[src/rtl/rtc_display_latch.sv]
// rtl/rtc_display_latch.sv - frame-synchronous RTC display latch with shadow/committed banks and alarm blink
module rtc_display_latch #(
  parameter int BLINK_FRAMES = 30
) (
  input  logic       CLK,
  input  logic       RST,
  input  logic       WR_EN,
  input  logic [3:0] WR_ADDR,
  input  logic [7:0] WR_DATA,
  input  logic       VS,
  input  logic       ALARMA_IN,
  output logic [7:0] DIA_T,
  output logic [7:0] MES_T,
  output logic [7:0] ANO_T,
  output logic [7:0] HORA_T,
  output logic [7:0] MINUTO_T,
  output logic [7:0] SEGUNDO_T,
  output logic [7:0] HORAT_T,
  output logic [7:0] MINUTOT_T,
  output logic [7:0] SEGUNDOT_T,
  output logic       ALARMA,
  output logic       PEND,
  output logic [7:0] ERR_CNT
);

  localparam logic [5:0] FC_LAST = 6'(BLINK_FRAMES - 1);

  logic [7:0] shadow_q [9];
  logic [7:0] shadow_d [9];
  logic [7:0] commit_q [9];
  logic [7:0] commit_d [9];
  logic       dirty_q, dirty_d;
  logic       vs_q, vs_d;
  logic [7:0] err_q, err_d;
  logic [5:0] fc_q, fc_d;
  logic       ph_q, ph_d;
  logic       alarma_q, alarma_d;

  logic       wr_ok;
  logic       wr_bad;
  logic       frame_edge;

  // A write is accepted only for a real register and a packed BCD byte.
  assign wr_ok  = WR_EN && (WR_ADDR <= 4'd8) && (WR_DATA[7:4] <= 4'd9) && (WR_DATA[3:0] <= 4'd9);
  assign wr_bad = WR_EN && !wr_ok;

  // VS falling edge seen against the registered copy; acts on the next clock.
  assign frame_edge = vs_q && !VS;

  // Shadow/commit bank: commit copies the pre-write shadow, a coincident write keeps dirty set.
  always_comb begin
    shadow_d = shadow_q;
    commit_d = commit_q;
    dirty_d  = dirty_q;
    err_d    = err_q;
    if (frame_edge && dirty_q) begin
      commit_d = shadow_q;
      dirty_d  = 1'b0;
    end
    if (wr_ok) begin
      shadow_d[WR_ADDR] = WR_DATA;
      dirty_d           = 1'b1;
    end
    if (wr_bad && (err_q != 8'hFF)) begin
      err_d = err_q + 8'd1;
    end
  end

  // Alarm blink: frame counter and phase advance only while the alarm is active.
  always_comb begin
    fc_d     = fc_q;
    ph_d     = ph_q;
    vs_d     = VS;
    alarma_d = ALARMA_IN & ph_q;
    if (!ALARMA_IN) begin
      fc_d = 6'd0;
      ph_d = 1'b1;
    end else if (frame_edge) begin
      if (fc_q == FC_LAST) begin
        fc_d = 6'd0;
        ph_d = ~ph_q;
      end else begin
        fc_d = fc_q + 6'd1;
      end
    end
  end

  // State registers; reset clears both banks so a pre-reset write can never commit.
  always_ff @(posedge CLK or negedge RST) begin
    if (!RST) begin
      for (int i = 0; i < 9; i++) begin
        shadow_q[i] <= 8'h00;
        commit_q[i] <= 8'h00;
      end
      dirty_q  <= 1'b0;
      vs_q     <= 1'b1;
      err_q    <= 8'h00;
      fc_q     <= 6'd0;
      ph_q     <= 1'b1;
      alarma_q <= 1'b0;
    end else begin
      shadow_q <= shadow_d;
      commit_q <= commit_d;
      dirty_q  <= dirty_d;
      vs_q     <= vs_d;
      err_q    <= err_d;
      fc_q     <= fc_d;
      ph_q     <= ph_d;
      alarma_q <= alarma_d;
    end
  end

  assign DIA_T      = commit_q[0];
  assign MES_T      = commit_q[1];
  assign ANO_T      = commit_q[2];
  assign HORA_T     = commit_q[3];
  assign MINUTO_T   = commit_q[4];
  assign SEGUNDO_T  = commit_q[5];
  assign HORAT_T    = commit_q[6];
  assign MINUTOT_T  = commit_q[7];
  assign SEGUNDOT_T = commit_q[8];
  assign ALARMA     = alarma_q;
  assign PEND       = dirty_q;
  assign ERR_CNT    = err_q;

endmodule

[config.mk]
export PLATFORM = sky130hd
export DESIGN_NAME = rtc_display_latch
export DESIGN_NICKNAME = d
export VERILOG_FILES = /design/src/rtl/rtc_display_latch.sv
export SDC_FILE = /design/constraint.sdc
export NUM_CORES = 1
export LEC_CHECK = 0
export ABC_AREA = 1
export CELL_PAD_IN_SITES_DETAIL_PLACEMENT = 1
export CELL_PAD_IN_SITES_GLOBAL_PLACEMENT = 1
export CORE_ASPECT_RATIO = 1.75
export CORE_MARGIN = 2
export CORE_UTILIZATION = 44
export DETAILED_ROUTE_END_ITERATION = 10
export GPL_TIMING_DRIVEN = 0
export HOLD_SLACK_MARGIN = 0.06
export PLACE_DENSITY_LB_ADDON = 0.12
export REMOVE_ABC_BUFFERS = 1
export SLEW_MARGIN = 20
export SYNTH_ARGS = -nofsm -noshare
export SYNTH_HDL_FRONTEND = slang
export SYNTH_SLANG_ARGS = --single-unit
[constraint.sdc]
create_clock -name CLK -period 3.16 [get_ports CLK]
set_input_delay 0.79 -clock CLK [delete_from_list [all_inputs] [get_ports CLK]]
set_output_delay 0.79 -clock CLK [all_outputs]
set_load 0.02 [all_outputs]
; Yosys cells after proc, flatten, opt, wreduce, memory -nomap -nowiden
; Index checks and enable logic that the tools add are counted.
[word_totals]
reg_bits = 162
in_bits = 17
out_inout_bits = 82
word_cells = 61
[op_classes]
n_addsub = 2
magnitude_cmp = 5
eq_ne = 4
mux = 11
n_bitwise = 3
n_reduce_logical = 12
[op_table]
columns = operator, count
row1 = $bwmux 72, 1
row2 = $demux 8 s4, 1
row3 = $mux 6, 3
row4 = $le 4x4->1 const B, 3
row5 = $add 8x1->8 const B, 1
row6 = $logic_and 1x1->1, 8
row7 = $mux 8, 1
row8 = $ne 8x8->1 const B, 1
row9 = $add 6x1->6 const B, 1
row10 = $eq 6x5->1 const B, 1
row11 = $ge 5x5->1 const B, 1
row12 = $lt 5x1->1 const B, 1
row13 = $mux 1, 5
row14 = $not 4->5, 1
row15 = $ne 2x1->1 const B, 2
row16 = $logic_not 1->1, 2
row17 = $reduce_and 2->1, 1
row18 = $reduce_bool 2->1, 1
row19 = $and 1x1->1, 1
row20 = $not 1->1, 1

; Logic depth before layout (Yosys ltp)
[depth]
word_depth = 7
ltp_mapped = 9

; Worst setup path before layout
; OpenSTA, ideal clock, no wires.
[synth_timing]
kind = input to register
start = in WR_DATA[1]
end = reg shadow_q[10] in the netlist's numbering
setup_time_ns = 0.118
arrival_ns = 1.775
required_ns = 3.042
setup_slack_ns = 1.266
path_stages = 8
path_buffers = 2
cell_sequence = buf_2 > nor2_1 > nor2_1 > nor3_2 > buf_6 > nand3_1 > nand2_1 > nand2_1
[synth_between]
elab_chain_len = 2
[synth_lines]
columns = item, line
row1 = start: declaration, 9  ; input logic [7:0] WR_DATA,
row2 = $le 4x4->1, 44  ; assign wr_ok = WR_EN && (WR_ADDR <= 4'd8) && (WR_DATA[7:4] <= 4'd9) && (WR_DATA[3:0] <= 4'd9);
row3 = $logic_and 1x1->1, 44
row4 = end signal: assignment, 102  ; shadow_q <= shadow_d;
row5 = end: declaration, 28  ; logic [7:0] shadow_q [9];
; No other way between the ends.
; A chain may end at the register's enable or synchronous reset.

; Final worst setup path
[layout_timing]
start = in WR_ADDR[3]
end = reg err_q[0], in the netlist ERR_CNT[0]
[layout_between]
elab_chain_len = 7
[layout_lines]
columns = item, line
row1 = start: declaration, 8  ; input logic [3:0] WR_ADDR,
row2 = $le 4x4->1, 44
row3 = $logic_and 1x1->1 (3 in a row), 44
row4 = $logic_not 1->1, 45  ; assign wr_bad = WR_EN && !wr_ok;
row5 = $logic_and 1x1->1, 45
row6 = $logic_and 1x1->1, 64  ; if (wr_bad && (err_q != 8'hFF)) begin
row7 = end signal: assignment, 106  ; err_q <= err_d;
row8 = end: declaration, 34  ; logic [7:0] err_q, err_d;
; No other way between the ends.

==> results.tsv <==
metric	value	unit
vias_per_cell	5.284	
area_growth	27.44	%
io_buffers	98	
synth_largest_area_cell	dfrtp_1	
finalCriticalPeriod	2.691	ns
combPwrFrac	24.4	%
fmax	0.3715	GHz
finalCritPeriodShare	85.17	%
synthTopCellsByCount	nand2_1 (379), dfrtp_1 (160), nand4_1 (50)	
wirelength	18310	um
fillCellCount	1710	
fp.dieW	96.95	um
slew_headroom	52.32	%
power_density	783.8	nW/um^2
drt_iter0_drc	260	
grt_setup_unrepaired	no	
core	14840	sq um
cts_num_sinks	162	
place_ws	-0.2700	ns
outcome	complete, no violations	
clkTransAtPathRegs	0.07	ns
grt_start_max_net_pins	83	
cts_tree	built	
synth.distinct_cells	32	
fin_skew	0.009023	ns
synth-main-ff-cell	dfrtp_1	
dpl-instance-area	7821	sq um
p_seq_share	41.8	%
wire_per_inst	17.66	um
yosysMostFrequentCell	nand2_1	
ys_async_sr_fraction	100.0	%
pin_count	99	
synth_seq_cells	162	
first_pass_iters	4	
arrival	3.05	ns
synthTopCellsByArea	dfrtp_1 (60%), nand2_1 (21%), nand4_1 (4.7%)	
path_max_fanout	29	
place.gp.congestion	0.7442	
final-max-slew-violation-count	0	
worst_slack	0.4686	ns
antenna_found_initial	0	
synth.cell_area	6653	sq um
antenna_violating_nets_post_route	0	
grt_pass1_wl	30940	um
fin_area	8478	sq um
yosysWarningCount	0	
cts_buffer_depth	2	
setup_viol	0	
hold_viol	0	
worstMarginPinSlew	0.7152	ns
worstSkewPairLatency	0.43	ns
swShare	31.25	%
drc	0	
vias	5480	
nNetsFinal	861	
die_area	16160	sq um
endpoint_kind	register	
grt_pass1_vias	6223	
synth-edff-count	0	
p_switching	0.002077	W
drive_above_1_share	6.674	%
clkPwrFrac	33.8	%
final_core_util	57.14	%
diodes	0	
crit_required	3.52	ns
vdd_drop_max	0.0004324	V
root_buffer	clkbuf_16	
maxCapViolCount	0	
seq_area_frac_synth	60.97	%
globalRouteTotalUtil	23.75	%
hpwl	12040	um
yosys.area.top_type_share	60.18	%
die_height	166.7	um
startpoint_type	input pin	
post_synth.cell_area_avg	8.858	sq um
cts_resized	0	
fin_tns_setup	0	ns
cts_buffers	17	
hp-class	in2async	
initial_core_util	44.84	%
num_rows	59	
p_int	0.004569	W
crit_type	in2reg	
grt_overflow	0	
cts_hold_buf	0	
syn_inst	751	
leakagePower	4.388	nW
cts-htree-levels	4	
==> path summary, 6_finish.rpt <==
kind                       cells after the start                     from                  endpoint  slack (ns)
min in group CLK                               2  MINUTO_T[5]$_DFFE_PN0P_   MINUTO_T[5]$_DFFE_PN0P_        0.47
max                                           10               WR_ADDR[3]    ERR_CNT[0]$_DFFE_PN0P_        0.47
min reg2reg                                    2  MINUTO_T[5]$_DFFE_PN0P_   MINUTO_T[5]$_DFFE_PN0P_        0.47
max in group asynchronous                      2                      RST  shadow_q[61]$_DFFE_PN0P_        1.98
max reg2reg                                    5           vs_q$_DFF_PN1_     HORA_T[5]$_DFFE_PN0P_        1.33
min                                            1                      RST   MINUTO_T[7]$_DFFE_PN0P_        0.34
==> metrics by stage <==
| step | hold slack, ns | total power (W) | instances |
|---|---|---|---|
| after floorplan | 0.4422 | 0.003542 | 716 |
| after global placement | 0.4529 | 0.004313 | 997 |
| after detailed placement | 0.4580 | 0.004432 | 1003 |
| after CTS | 0.3738 | 0.006710 | 1035 |
| after global routing | 0.3949 | 0.006959 | 1037 |
| final | 0.3440 | 0.006646 | 1037 |
==> registers in the layout, indices dropped and copies added (netlist names), 6 cells and up <==
signal / cells
MINUTO_T: 8
SEGUNDO_T: 8
HORAT_T: 8
fc_q: 6
ANO_T: 8
ERR_CNT: 8
HORA_T: 8
MINUTOT_T: 8
MES_T: 8
SEGUNDOT_T: 8
DIA_T: 8
shadow_q: 72
==> placed cells by master, fill, tap and decap left out, drive strengths merged <==
cell type,Yosys,layout
a21oi,6,6
and3,1,1
buf,23,9
bufinv,0,4
clkbuf,12,19
clkdlybuf4s50,0,97
clkinv,0,3
clkinvlp,0,2
dfrtp,160,160
dfstp,2,2
ha,3,3
inv,30,34
nand2,380,380
nand3,20,20
nand3b,1,1
nand4,52,52
nor2,22,22
nor3,4,4
o21ai,28,28
o22ai,1,1
or2,2,2
xnor2,2,2
xor2,2,2
==> logic make-up after synthesis <==
family                   synth area share, %
AO/OA/AOI/OAI                          2.708
XOR/XNOR                              0.5267
adder cells (fa/ha/maj)               0.5643
buffers and inverters                  4.852
flip-flops                             60.97
AND/OR/NAND/NOR                        30.37
==> layout make-up <==
type / instances / area, sq um / share of cell area [%]
multi-input combinational: 524 / 2290 / 27.01
tap: 183 / 229.0 / 2.701
sequential: 162 / 4056 / 47.85
clock buffer: 19 / 442.9 / 5.224
clock inverter: 13 / 198.9 / 2.347
inverter: 30 / 115.1 / 1.358
timing repair buffer: 106 / 1146 / 13.52
==> per-layer routing <==
metal / wire [um] / GRT usage (%) / vias to the layer above
li1: - / - / 2573
met1: 7042 / 26.10 / 2756
met2: 10280 / 45.11 / 120
met3: 593 / 4.196 / 31
met4: 398 / 8.512 / 0
met5: 0 / 0 / -
==> power groups by stage <==
stage          Clock [W]  Combinational [W]  Sequential, W
2_1_floorplan          0           0.000443        0.00310
3_3_place_gp           0            0.00153        0.00278
3_5_place_dp           0            0.00163        0.00281
4_1_cts          0.00228            0.00165        0.00278
5_1_grt          0.00236            0.00177        0.00283
6_report         0.00225            0.00162        0.00278
==> worst max-delay path, stage by stage <==
cell	delay, ns
clkdlybuf4s50_1	0.53
inv_1	0.08
nor2_1	0.17
nand2_1	0.10
nand2_2	0.46
buf_16	0.25
nand3_1	0.15
nand3_1	0.31
nand2_1	0.12
nand2_1	0.09
==> what timing repair did <==
action | in CTS | in global routing
setup buffers | 0 | 2
hold endpoints to repair | 0 | 0
setup endpoints to repair | 0 | 16
Power figures use the tool's default switching activity.
